--- config.mk ---
export PLATFORM = sky130hd
export DESIGN_NAME = bus_scheduler
export DESIGN_NICKNAME = d
export VERILOG_FILES = /design/src/rtl/bus_scheduler.sv
export SDC_FILE = /design/constraint.sdc
export NUM_CORES = 1
export LEC_CHECK = 0
export ABC_CLOCK_PERIOD_IN_PS = 4200
export BUFFER_PORTS_ARGS = -buffer_cell sky130_fd_sc_hd__buf_4
export CORE_ASPECT_RATIO = 0.7
export CORE_UTILIZATION = 53
export DETAILED_ROUTE_END_ITERATION = 6
export MAX_ROUTING_LAYER = met4
export PLACE_DENSITY = 0.74
export SLEW_MARGIN = 30
export SYNTH_ARGS = -nofsm -noshare
export SYNTH_HDL_FRONTEND = slang
export SYNTH_SLANG_ARGS = --single-unit
--- constraint.sdc ---
create_clock -name clk -period 4.2 [get_ports clk]
set_clock_uncertainty 0.15 [all_clocks]
set_input_delay 0.84 -clock clk [delete_from_list [all_inputs] [get_ports clk]]
set_output_delay 0.84 -clock clk [all_outputs]
set_load 0.05 [all_outputs]
--- src/rtl/bus_scheduler.sv ---
// Arbitrates control-mode, setpoint and periodic status-request frames for motors
// sharing one half-duplex UART bus, and supervises the status reply window.
module bus_scheduler #(
    parameter int NUMBER_OF_MOTORS  = 8,
    parameter int RX_TIMEOUT_CYCLES = 1400
) (
    input  logic                        clk,
    input  logic                        reset,
    input  logic [31:0]                 status_period_cycles,
    input  logic [NUMBER_OF_MOTORS-1:0] ctrl_req,
    input  logic [NUMBER_OF_MOTORS-1:0] sp_req,
    output logic                        cmd_valid,
    input  logic                        cmd_ready,
    output logic [1:0]                  cmd_type,
    output logic [7:0]                  cmd_motor,
    input  logic                        tx_frame_done,
    input  logic                        rx_status_valid,
    input  logic [7:0]                  rx_motor_id,
    output logic                        status_ok,
    output logic                        status_timeout,
    output logic                        busy
);
    localparam logic [1:0]  TYPE_STATUS = 2'd0;
    localparam logic [1:0]  TYPE_SP     = 2'd1;
    localparam logic [1:0]  TYPE_CTRL   = 2'd2;
    localparam logic [7:0]  LAST_MOTOR  = 8'(NUMBER_OF_MOTORS - 1);
    localparam logic [31:0] RX_TIMEOUT  = 32'(RX_TIMEOUT_CYCLES);

    typedef enum logic [1:0] {IDLE, OFFER, WAIT_TX, WAIT_RX} state_t;

    state_t                      state_q, state_d;
    logic [NUMBER_OF_MOTORS-1:0] ctrl_pend_q, ctrl_pend_d;
    logic [NUMBER_OF_MOTORS-1:0] sp_pend_q, sp_pend_d;
    logic                        status_due_q, status_due_d;
    logic [31:0]                 period_cnt_q, period_cnt_d;
    logic [31:0]                 rx_tmo_q, rx_tmo_d;
    logic [7:0]                  rr_q, rr_d;
    logic [1:0]                  cmd_type_q, cmd_type_d;
    logic [7:0]                  cmd_motor_q, cmd_motor_d;
    logic                        status_ok_q, status_ok_d;
    logic                        status_timeout_q, status_timeout_d;

    logic                        accept;
    logic [NUMBER_OF_MOTORS-1:0] motor_sel;
    logic [7:0]                  ctrl_idx, sp_idx;

    assign cmd_valid      = (state_q == OFFER);
    assign busy           = (state_q != IDLE);
    assign cmd_type       = cmd_type_q;
    assign cmd_motor      = cmd_motor_q;
    assign status_ok      = status_ok_q;
    assign status_timeout = status_timeout_q;
    assign accept         = cmd_valid & cmd_ready;

    // Descending scan: the last hit written is the lowest pending index.
    always_comb begin
        ctrl_idx  = '0;
        sp_idx    = '0;
        motor_sel = '0;
        for (int i = NUMBER_OF_MOTORS - 1; i >= 0; i--) begin
            if (ctrl_pend_q[i]) ctrl_idx = 8'(i);
            if (sp_pend_q[i])   sp_idx   = 8'(i);
            motor_sel[i] = (cmd_motor_q == 8'(i));
        end
    end

    // Pending bits, status slot timer and round-robin pointer; a request pulse
    // always wins over a clear landing in the same cycle.
    always_comb begin
        ctrl_pend_d  = ctrl_pend_q;
        sp_pend_d    = sp_pend_q;
        status_due_d = status_due_q;
        period_cnt_d = period_cnt_q - 32'd1;
        rr_d         = rr_q;
        if (accept && cmd_type_q == TYPE_CTRL) begin
            ctrl_pend_d = ctrl_pend_d & ~motor_sel;
            sp_pend_d   = sp_pend_d & ~motor_sel;
        end
        if (accept && cmd_type_q == TYPE_SP) begin
            sp_pend_d = sp_pend_d & ~motor_sel;
        end
        if (accept && cmd_type_q == TYPE_STATUS) begin
            status_due_d = 1'b0;
            rr_d         = (rr_q == LAST_MOTOR) ? 8'd0 : rr_q + 8'd1;
        end
        if (period_cnt_q == 32'd0) begin
            period_cnt_d = status_period_cycles;
            status_due_d = 1'b1;
        end
        ctrl_pend_d = ctrl_pend_d | ctrl_req;
        sp_pend_d   = sp_pend_d | sp_req;
    end

    // NOTE: every signal driven here gets a default first, so no path can infer a latch.
    always_comb begin
        state_d          = state_q;
        cmd_type_d       = cmd_type_q;
        cmd_motor_d      = cmd_motor_q;
        rx_tmo_d         = rx_tmo_q;
        status_ok_d      = 1'b0;
        status_timeout_d = 1'b0;
        unique case (state_q)
            IDLE: begin
                if (|ctrl_pend_q) begin
                    cmd_type_d  = TYPE_CTRL;
                    cmd_motor_d = ctrl_idx;
                    state_d     = OFFER;
                end else if (|sp_pend_q) begin
                    cmd_type_d  = TYPE_SP;
                    cmd_motor_d = sp_idx;
                    state_d     = OFFER;
                end else if (status_due_q) begin
                    cmd_type_d  = TYPE_STATUS;
                    cmd_motor_d = rr_q;
                    state_d     = OFFER;
                end
            end
            OFFER: begin
                if (cmd_ready) state_d = WAIT_TX;
            end
            WAIT_TX: begin
                if (tx_frame_done) begin
                    if (cmd_type_q == TYPE_STATUS) begin
                        state_d  = WAIT_RX;
                        rx_tmo_d = RX_TIMEOUT;
                    end else begin
                        state_d = IDLE;
                    end
                end
            end
            WAIT_RX: begin
                // A matching reply in the final cycle still counts as on time.
                if (rx_status_valid && rx_motor_id == cmd_motor_q) begin
                    status_ok_d = 1'b1;
                    rx_tmo_d    = 32'd0;
                    state_d     = IDLE;
                end else if (rx_tmo_q <= 32'd1) begin
                    status_timeout_d = 1'b1;
                    rx_tmo_d         = 32'd0;
                    state_d          = IDLE;
                end else begin
                    rx_tmo_d = rx_tmo_q - 32'd1;
                end
            end
            default: state_d = IDLE;
        endcase
    end

    // NOTE: state registers use non-blocking assignments so every flop samples pre-edge values.
    always_ff @(posedge clk or posedge reset) begin
        if (reset) begin
            state_q          <= IDLE;
            ctrl_pend_q      <= '0;
            sp_pend_q        <= '0;
            status_due_q     <= 1'b0;
            period_cnt_q     <= 32'd0;
            rx_tmo_q         <= 32'd0;
            rr_q             <= 8'd0;
            cmd_type_q       <= 2'd0;
            cmd_motor_q      <= 8'd0;
            status_ok_q      <= 1'b0;
            status_timeout_q <= 1'b0;
        end else begin
            state_q          <= state_d;
            ctrl_pend_q      <= ctrl_pend_d;
            sp_pend_q        <= sp_pend_d;
            status_due_q     <= status_due_d;
            period_cnt_q     <= period_cnt_d;
            rx_tmo_q         <= rx_tmo_d;
            rr_q             <= rr_d;
            cmd_type_q       <= cmd_type_d;
            cmd_motor_q      <= cmd_motor_d;
            status_ok_q      <= status_ok_d;
            status_timeout_q <= status_timeout_d;
        end
    end

endmodule

# [Word-level counts from Yosys, hierarchy flattened]
# Cells that the tools add are included.
# W data, S select, Z words.
[classes] n_addsub=3 n_lt_le_gt_ge=1 eq_ne=19 n_mux=48 n_bitwise=7 n_reduce_logical=17
[ops] operator="$mux W8" count=21
[ops] operator="$mux W32" count=5
[ops] operator="$pmux W32 S2" count=1
[ops] operator="$sub A32 B1 Y32 const B" count=2
[ops] operator="$eq A8 B3 Y1 const B" count=5
[ops] operator="$le A32 B1 Y1 const B" count=1
[ops] operator="$logic_not A32 Y1" count=1
[ops] operator="$and A8 B8 Y8" count=3
[ops] operator="$mux W2" count=11
[ops] operator="$eq A8 B2 Y1 const B" count=2
[ops] operator="$or A8 B8 Y8" count=2
[ops] operator="$reduce_or A8 Y1" count=2
[ops] operator="$add A8 B1 Y8 const B" count=1
[ops] operator="$eq A8 B1 Y1 const B" count=1
[ops] operator="$eq A8 B8 Y1" count=1
[ops] operator="$logic_not A8 Y1" count=1
[ops] operator="$not A8 Y8" count=1
[ops] operator="$pmux W2 S4" count=1
[ops] operator="$mux W1" count=7
[ops] operator="$eq A2 B2 Y1 const B" count=3
[ops] operator="$mux W3" count=2
[ops] operator="$reduce_bool A2 Y1" count=3
[ops] operator="$eq A2 B1 Y1 const B" count=2
[ops] operator="$logic_and A1 B1 Y1" count=4
[ops] operator="10 further kinds" count=12
[word_totals] register_bits=103 input_bits=61 elab_cells=106

# [Longest topological paths before layout]
[logic_depth] ltp_word=10 ltp_mapped=8 ltp_nobuf=7

# [Worst setup path after synthesis]
# Ideal clock, no wire load.
[synth_path] kind="input to register" from="input tx_frame_done" to="register rx_tmo_q[21]" setup_ns=0.078 arrival_time_ns=2.586 t_required_ns=3.972 slack_ns=1.386 path_stages=6 path_buffers=1 cell_sequence="nor3b_1 > o21ai_1 > or4_1 > buf_2 > or4_1 > a21oi_1"
[synth_via] elab_chain_len=2
[synth_lines] item="start, declared" line="16" rtl="input logic tx_frame_done,"
[synth_lines] item="$ne A2 B2 Y1 (no line)"
[synth_lines] item="$reduce_and A3 Y1 (no line)"
[synth_lines] item="end signal, assigned" line="169" rtl="rx_tmo_q <= rx_tmo_d;"
[synth_lines] item="end, declared" line="36" rtl="logic [31:0] rx_tmo_q, rx_tmo_d;"
# No other way between the ends.
# A chain may end at the register's enable or synchronous reset.

# [Worst setup path in the final report]
[layout_path] from="register period_cnt_q[24]" to="register period_cnt_q[10]"
[layout_via] elab_chain_len=2
[layout_lines] item="start, declared" line="35" rtl="logic [31:0] period_cnt_q, period_cnt_d;"
[layout_lines] item="start signal, assigned" line="168" rtl="period_cnt_q <= period_cnt_d;"
[layout_lines] item="$logic_not A32 Y1" line="86" rtl="if (period_cnt_q == 32'd0) begin"
[layout_lines] item="$mux W32" line="86"
[layout_lines] item="net period_cnt_d[10]" line="35"
# The timed path passes the listed nets, and every way through them passes these cells.

==> out/qor.txt <==
Status: complete, no violations
DR DRC count: 0
Worst-Skew Late Latency: 350 ps
CP Launch Type: flop
CTS Buf Count: 9
Synthesized Nets: 656
Hold Path End: rr_q[7]$_DFFE_PP0P_
Final GP Congestion: 0.832
Initial Util: 0.553
First-pass GRT wire length: 20100 microns
Most used routing layer: met2
Combined flip-flop and latch cell area: 0.00258 sq mm
Final WL: 12000 microns
Main flop type after synthesis: dfrtp_1
Largest net degree at the start of global routing: 60
Number of detailed-route iterations in the first pass: 4
Synth Register Bits: 103
Final setup fails: 0
CTS H-tree lvls: 3
Bufs on Longest Clock Path: 2
CP Max Fanout: 41
Number of flops mapped to enable cells by yosys: 0
Combinational group share of total power: 0.219
WP data arrival: 3050 ps
Row count: 30
Reg2Reg Setup Slack: 1220 ps
Cells after Synth: 590
Die height: 86.7 microns
Chip width: 123 microns
Setup WS post-layout: 1220 ps
CORE AREA: 0.00983 sq mm
CTS Root Cell: clkbuf_16
Critical path, cell by cell: or4_1 > or4_1 > nor4_4 > buf_4 > o21ai_0
Fin crit period: 2980 ps
Min-delay src: rr_q[7]$_DFFE_PP0P_
Area of the multi-input gates: 0.00271 sq mm
Mapped Avg Cell Area: 9.21 sq um
Peak supply drop: 0.211 mV
Post-CTS Setup Bufs: 0
Vias: 4499
Number of buffers inserted by port buffering: 74
Layout Nets: 726
Count of cell types in the netlist: 50
Count of yosys warnings during synthesis: 0
Post-DRT Antenna Nets: 0
Leakage power total: 2.48 nW
Dpl cells: 777
M2 GR Usage: 0.371
Worst hold path class: flop to flop
Sequential area share after synthesis: 0.474
Final cell count without fillers: 793
Clk slew on worst S/H paths: 70 ps
CP dominant cell by count: or4_1
# diodes: 0
Initial antenna violation count: 0
Hold Path Stages: 1
Setup TNS: 0 ps
Synthesized area: 0.00544 sq mm
Hold_buf cts: 0
# clock sinks: 103
WS Path Type: flop to flop
Met1 usage: 0.347
Setup WS pre-CTS: 1030 ps
Cell count of the worst reg-to-reg path: 5
FILL cells: 813
Worst flop-to-flop path endpoint: period_cnt_q[10]$_DFF_PP0_
Worst-margin pin slew: 842 ps
Pwr Density: 406 mW/mm^2
Final core occ: 0.652
Resized Gates After CTS: 0
Switching power of the nets: 0.000849 W
Internal Power: 0.00176 W
DRT iter0 DRCs: 302
Layout cell share with drive strength beyond 1: 0.165
Sw Ratio: 0.326
CTS tree: done
Routing usage on met3: 0.0533
Clock power share: 0.329
I/O pin cnt: 75
Kind of end point of the critical path: flop
WL/cell: 15.1 microns
Total GRT Usage: 0.246
CP max stage cell: or4_1
Detailed placement HPWL: 8550 microns
Pins Over Slew Limit: 0
Crit path required time: 4260 ps
Max Cap Viol: 0
Max Freq: 335 MHz
CP max stage delay: 580 ps
Syn-to-layout area delta: 18.0%
FF-to-FF Start: period_cnt_q[24]$_DFF_PP0_
Seq pwr share: 0.453
RSZ-0062 raised after global routing: no
Ys async rst share: 1.00
Slew Limit Headroom: 0.434
Grt ovf: 0
Vias per cell: 5.67
DIE AREA: 0.0107 sq mm
Number of global-route vias before repair: 4272
Tcrit/Tclk final: 0.710
Hold Violations, Final: 0
[cell type report]
type                            count  share of cell area
Inverter                           16             0.00975
Clock inverter                      6              0.0105
Clock buffer                       10              0.0373
Timing Repair Buffer               80              0.0936
Sequential cell                   103               0.402
Multi-Input combinational cell    450               0.422
Tap cell                          128              0.0250
[Yosys cell counts (2+ instances only)]
cell type / number / area, sq um
a211oi_1: 2 / 15.0
a21o_1: 19 / 143
a21oi_1: 16 / 80.1
a22o_1: 2 / 17.5
a31oi_1: 4 / 25.0
buf_2: 3 / 15.0
clkbuf_1: 17 / 63.8
dfrtp_1: 103 / 2580
ha_1: 5 / 62.6
inv_1: 16 / 60.1
mux2_2: 2 / 22.5
nand2_1: 74 / 278
nand2b_1: 5 / 31.3
nand3_1: 19 / 95.1
nand3b_1: 6 / 45.0
nand4_1: 5 / 31.3
nor2_1: 47 / 176
nor2b_1: 8 / 50.1
nor3_1: 32 / 160
nor3b_1: 2 / 15.0
nor4_1: 28 / 175
nor4b_1: 2 / 17.5
o21ai_0: 42 / 210
o21ai_1: 7 / 35.0
o21bai_1: 5 / 37.5
o31ai_1: 4 / 30.0
or2_2: 3 / 18.8
or3_1: 15 / 93.8
or4_1: 12 / 90.1
or4_4: 2 / 22.5
xnor2_1: 54 / 473
xor2_1: 11 / 96.3
[state kept, by name, indices dropped and copies added (netlist names)]
name	count
rr_q	8
cmd_motor	8
status_due_q	1
state_q	2
rx_tmo_q	32
sp_pend_q	8
status_timeout	1
ctrl_pend_q	8
status_ok	1
period_cnt_q	32
cmd_type	2
[worst max path at each step]
stage               cells past startpoint                  startpoint  slack [ps]                          to
floorplan                               1                       reset         510    cmd_motor[0]$_DFFE_PP0P_
global placement                        6               tx_frame_done        1060    rx_tmo_q[21]$_DFFE_PP0P_
detailed placement                      6               tx_frame_done        1030    rx_tmo_q[21]$_DFFE_PP0P_
CTS                                     5  period_cnt_q[24]$_DFF_PP0_        1190  period_cnt_q[25]$_DFF_PP0_
global route                            6  period_cnt_q[24]$_DFF_PP0_         980  period_cnt_q[18]$_DFF_PP0_
finish                                  5  period_cnt_q[24]$_DFF_PP0_        1220  period_cnt_q[10]$_DFF_PP0_
[cell families (layout without fill, tap and decap cells)]
| group | count (synthesis) | in the layout | share of synthesized area |
|---|---|---|---|
| AO/OA/AOI/OAI | 110 | 110 | 0.123 |
| adder cells (fa/ha/maj) | 5 | 5 | 0.0115 |
| multiplexers | 3 | 3 | 0.00599 |
| AND/OR/NAND/NOR | 267 | 267 | 0.253 |
| flip-flops | 103 | 103 | 0.474 |
| buffers and inverters | 37 | 112 | 0.0276 |
| XOR/XNOR | 65 | 65 | 0.105 |
[routing by layer]
layer | wire, microns | up-vias
met5 | 0 | -
li1 | - | 2222
met4 | 38 | 0
met3 | 690 | 5
met1 | 5770 | 2127
met2 | 5490 | 145
[power by group through the flow]
stage | clock [W] | sequential [W] | combinational (W)
after CTS | 0.000871 | 0.00118 | 0.000572
after detailed placement | 0 | 0.00119 | 0.000569
final | 0.000856 | 0.00118 | 0.000570
after floorplan | 0 | 0.00118 | 0.000398
after global routing | 0.000915 | 0.00119 | 0.000631
after global placement | 0 | 0.00119 | 0.000551
[worst max-delay path, delay by kind of cell (launching register included)]
kind / cells / cell delay (ps)
buffers and inverters: 1 / 440
DFF: 1 / 430
and+or+nand+nor: 3 / 1650
AOI/OAI and AO/OA: 1 / 170
[cell usage in the layout, fill, tap and decap left out, drive strengths merged, types with 17 or more instances in the layout]
cell	count
a21o	19
a21oi	17
buf	80
dfrtp	103
inv	18
nand2	74
nand3	19
nor2	47
nor3	32
nor4	30
o21ai	49
xnor2	54
[through the flow]
stage / hold WS, ps / total power, W / instance area, sq um
2_1_floorplan: 314 / 0.00157 / 5440
3_3_place_gp: 342 / 0.00174 / 6110
3_5_place_dp: 352 / 0.00176 / 6110
4_1_cts: 362 / 0.00262 / 6410
5_1_grt: 381 / 0.00274 / 6410
6_report: 362 / 0.00261 / 6410
Note: power is estimated with default switching activity, not from simulation.
